==> config.mk <==
export PLATFORM = sky130hd
export DESIGN_NAME = logicnet_stream_feeder
export DESIGN_NICKNAME = d
export VERILOG_FILES = /design/src/rtl/logicnet_stream_feeder.sv
export SDC_FILE = /design/constraint.sdc
export NUM_CORES = 1
export LEC_CHECK = 0
export BUFFER_PORTS_ARGS = -buffer_cell sky130_fd_sc_hd__buf_2
export CORE_MARGIN = 5
export CORE_UTILIZATION = 62
export DETAILED_ROUTE_END_ITERATION = 6
export GPL_ROUTABILITY_DRIVEN = 0
export HOLD_SLACK_MARGIN = 0.05
export PLACE_DENSITY = 0.95
export SYNTH_ARGS = -nofsm -noshare
export SYNTH_HDL_FRONTEND = slang
export SYNTH_SLANG_ARGS = --single-unit
==> constraint.sdc <==
create_clock -name clk -period 6.5 [get_ports clk]
set_input_delay 1.3 -clock clk [delete_from_list [all_inputs] [get_ports clk]]
set_output_delay 1.3 -clock clk [all_outputs]
set_load 0.05 [all_outputs]
==> src/rtl/logicnet_stream_feeder.sv <==
// logicnet_stream_feeder: assembles feature beats for a fixed-latency LogicNet pipeline and buffers its results.
// Define LOGICNET_STREAM_FEEDER_PERF_EN to add the perf_vectors/perf_stall counters.
module logicnet_stream_feeder #(
    parameter int IN_WIDTH     = 32,
    parameter int FEAT_WIDTH   = 512,
    parameter int OUT_WIDTH    = 2,
    parameter int PIPE_LATENCY = 4,
    parameter int RES_DEPTH    = 8
) (
    input  logic                  clk,
    input  logic                  rst,
    input  logic [IN_WIDTH-1:0]   s_data,
    input  logic                  s_valid,
    input  logic                  s_last,
    output logic                  s_ready,
    output logic [FEAT_WIDTH-1:0] feat_out,
    input  logic [OUT_WIDTH-1:0]  cls_in,
    output logic [OUT_WIDTH-1:0]  m_data,
    output logic                  m_valid,
    input  logic                  m_ready,
    output logic                  err
`ifdef LOGICNET_STREAM_FEEDER_PERF_EN
    ,
    output logic [31:0]           perf_vectors,
    output logic [31:0]           perf_stall
`endif
);
    localparam int BEATS = FEAT_WIDTH / IN_WIDTH;
    localparam int IW = BEATS > 1 ? $clog2(BEATS) : 1;
    localparam int AW = RES_DEPTH > 1 ? $clog2(RES_DEPTH) : 1;
    localparam int CW = $clog2(RES_DEPTH + 1);
    localparam int PW = $clog2(PIPE_LATENCY + 2);
    typedef enum logic {COLLECT, LAUNCH} state_t;
    state_t state, state_nx;
    logic [IW-1:0] idx;
    logic [FEAT_WIDTH-1:0] asm_q;
    logic [PIPE_LATENCY:0] vsr;
    logic [OUT_WIDTH-1:0] mem [RES_DEPTH];
    logic [AW-1:0] wr_ptr, rd_ptr;
    logic [CW-1:0] count;
    logic [PW-1:0] inflight;
    logic accept, last_beat, done, bad, launch, push, pop;
    // vsr[k] set means the vector launched k cycles ago; vsr[PIPE_LATENCY] marks cls_in as its result
    always_comb begin
        inflight = '0;
        for (int i = 0; i <= PIPE_LATENCY; i++) inflight = inflight + PW'(vsr[i]);
    end
    assign s_ready   = rst && state == COLLECT;
    assign accept    = s_valid && s_ready;
    assign last_beat = idx == IW'(BEATS - 1);
    assign done      = accept && last_beat && s_last;
    assign bad       = accept && (last_beat != s_last);
    assign launch    = state == LAUNCH && (32'(inflight) + 32'(count) < RES_DEPTH);
    assign push      = vsr[PIPE_LATENCY];
    assign pop       = m_valid && m_ready;
    assign m_valid   = count != '0;
    assign m_data    = m_valid ? mem[rd_ptr] : '0;
    always_comb begin
        state_nx = state;
        if (state == COLLECT) state_nx = done ? LAUNCH : COLLECT;
        else state_nx = launch ? COLLECT : LAUNCH;
    end
    always_ff @(posedge clk or negedge rst) begin
        if (!rst) begin
            state    <= COLLECT;
            idx      <= '0;
            asm_q    <= '0;
            feat_out <= '0;
            vsr      <= '0;
            wr_ptr   <= '0;
            rd_ptr   <= '0;
            count    <= '0;
            err      <= 1'b0;
        end else begin
            state <= state_nx;
            vsr   <= {vsr[PIPE_LATENCY-1:0], launch};
            if (accept) begin
                asm_q[idx*IN_WIDTH +: IN_WIDTH] <= s_data;
                idx <= (last_beat || s_last) ? '0 : idx + 1'b1;
            end
            if (bad) err <= 1'b1;
            if (launch) feat_out <= asm_q;
            if (push) wr_ptr <= wr_ptr == AW'(RES_DEPTH - 1) ? '0 : wr_ptr + 1'b1;
            if (pop) rd_ptr <= rd_ptr == AW'(RES_DEPTH - 1) ? '0 : rd_ptr + 1'b1;
            count <= count + CW'(push) - CW'(pop);
        end
    end
    always_ff @(posedge clk) begin
        if (push) mem[wr_ptr] <= cls_in;
    end
`ifdef LOGICNET_STREAM_FEEDER_PERF_EN
    always_ff @(posedge clk or negedge rst) begin
        if (!rst) begin
            perf_vectors <= '0;
            perf_stall   <= '0;
        end else begin
            perf_vectors <= perf_vectors + 32'(launch);
            perf_stall   <= perf_stall + 32'(state == LAUNCH && !launch);
        end
    end
`endif
endmodule

==> flow_summary.ini <==
[run_status]
status = complete, no violations

[grt]
grt_pass1_wl_um = 178000
grt_overflow = 0
grt_max_degree = 203
grt_use_total_pct = 33.2
grt_pass1_vias = 28300
antenna_found_initial = 8

[clock_network]
clkLatencyLatePin_ps = 660
clk_pin_slew_ps = 70
post_cts_resized = 0
cts_num_sinks = 1061
cts_hold_buffers = 0
cts_tree = done
numCtsBuffers = 101
cts-htree-levels = 3
cts_setup_buffers = 0
clock_path_buffers = 3
cts-root-buf = clkbuf_16

[power_and_ir_drop]
power_mw = 21.4
peakVddDrop_v = 0.000356
power.static_leakage_nw = 24.9
p_per_area_nw_per_um2 = 449

[synth]
synth_edf_count = 16
netlist_instances = 2857
synth-adder-area-share_pct = 0.705
synth_top_family_by_area = multiplexers
synth_simple_gate_area_share_pct = 5.53
yosysTopAreaCell = dfrtp_1
ys_seq_elements = 1061
yosysWarnings = 0
synth-compound-area-share_pct = 3.81
syn-num-nets = 2917
synthDominantCellAreaShare_pct = 64.6
synth-seq-area-share_pct = 65.8
synth_area_um2 = 40500
ys_types = 50
synth_flop_cell = dfrtp_1
ys_top_cells_by_area = dfrtp_1 65%, mux2_2 19%, o21ai_0 3.3%
syn_area_per_cell_um2 = 14.2
synthXorXnorAreaFrac_pct = 0.0835
synthMuxAreaShare_pct = 21.7
async_flop_share_pct = 98.5

[critical_path]
r2r_cells = 10
crit_fanout = 97
worstPathRequired_ps = 5200
crit_arrival_ps = 2750
cp-end-kind = output pin
critPathLaunchType = input pin
max_stage_delay_ps = 520
cp_slowest_cell = buf_8
worstSetupPathType = in -> out
cp_cell_sequence = buf_8 > nor2b_1 > buf_2

[detailed_routing]
drtIter0Drc = 2440
via_count = 26200
via_per_inst = 6.05
wl_um = 117000
postRouteAntennaNets = 0
drcViolationCount = 0
dr.pass1.iters = 5
post_drt_wl_per_cell_um = 27.0

[sta]
timing.fmax_mhz = 247
fin_skew_ps = 39.7
setup_tns_ps = 0
worst_pin_slew_ps = 1220
fin_crit_ps = 4050
finalHoldViolCount = 0
rsz0062_at_grt = no
final-setup-viol-count = 0
relSlewSlack_pct = 18.4
slew_violations = 0
fin_crit_sh_pct = 62.4
whs_ps = 404

[floorplanning]
die_w_um = 265
initial_core_util_pct = 62.6
rows = 93
dieArea_um2 = 70500
pin_count = 556
die_h_um = 265
core-area_um2 = 64600

[finish]
multiInputGateArea_um2 = 13000
syn_to_final_growth_pct = 17.6
ff_latch_area_um2 = 26600
drive_gt1_share_pct = 42.6
fill_cells = 3629
fin_nets = 3445
post-route-cell-area_um2 = 47600

[placement]
dp_hpwl_um = 72100
placed_area_um2 = 44000
port_buffers = 555

[min_path]
hold_path.class = reg -> reg
hold_depth = 0

[job]
maxCapViolations = 0
Yosys cell counts, drive strengths merged (3+ instances only):
master	number
fa	3
nor2	17
clkbuf	81
mux2	741
buf	80
mux2i	28
o2111ai	4
mux4	4
and3	33
inv	45
dfrtp	1045
nand2	358
nand2b	4
ha	18
nand3	9
nand4	4
nor3	10
edfxtp	16
o31ai	6
o21ai	270
and2	56
registers in the layout, indices dropped and copies added, names as in the netlist:
signal,flops
asm_q,512
feat_out,512
mem,16
vsr,5
count,4
idx,4
rd_ptr,3
wr_ptr,3
err,1
state,1
power breakdown:
group	switching (mW)	total (mW)	internal, mW
sequential	0.902	8.87	7.97
combinational	4.46	6.19	1.73
clock	2.60	6.29	3.68
total	7.97	21.4	13.4
layout by cell type, fill, tap and decap left out, types with 33 or more instances in the layout:
master | synthesis | routed
mux2_1 | 36 | 36
and3_1 | 33 | 33
dfrtp_1 | 1045 | 1045
mux2_2 | 685 | 685
buf_2 | 57 | 554
o21ai_0 | 270 | 270
and2_1 | 56 | 56
inv_1 | 45 | 45
clkbuf_16 | 0 | 104
nand2_1 | 358 | 358
through the flow:
stage          cells  worst slack [ps]  util (%)
4_1_cts         4324              2370      73.6
2_1_floorplan   2857              3190         -
3_5_place_dp    4137              1830      68.1
5_1_grt         4327              2250      73.6
6_report        4332              2450      73.7
3_3_place_gp    4137              1900      68.1
final cells by class:
class / count / area share [%]
tap: 855 / 2.25
sequential: 1061 / 56.0
multi-input combinational: 1590 / 27.3
antenna: 8 / 0.0421
timing repair buffer: 586 / 6.56
clock inverter: 38 / 1.22
clock buffer: 149 / 6.29
inverter: 45 / 0.355
worst max-delay path, delay by kind of cell:
kind                   cells  cell delay [ps]
buffers and inverters      2              880
and+or+nand+nor            1              490
worst paths after layout:
path                                  start                        end  slack (ps)
min                        vsr[2]$_DFF_PN0_           vsr[3]$_DFF_PN0_         400
min reg2reg                vsr[2]$_DFF_PN0_           vsr[3]$_DFF_PN0_         400
max in group asynchronous               rst  feat_out[160]$_DFFE_PN0P_        3470
max                                     rst                    s_ready        2450
max reg2reg                vsr[0]$_DFF_PN0_   feat_out[69]$_DFFE_PN0P_        2530
min in group asynchronous               rst     asm_q[135]$_DFFE_PN0P_         660
logic make-up after synthesis:
group | Yosys count
adders and majority gates | 21
AOI/OAI and AO/OA | 289
and+or+nand+nor | 504
muxes | 773
xor gates and xnor gates | 3
DFF | 1061
buffers and inverters | 206
per-layer routing:
layer  GRT usage (%)  wire length, µm  vias up
met5               0               56        -
met4            20.7             8900        8
met3            10.2            11800      435
met2            52.3            55400     1390
met1            40.6            40900    13500
li1                -                -    10900
Power figures use the tool's default switching activity.
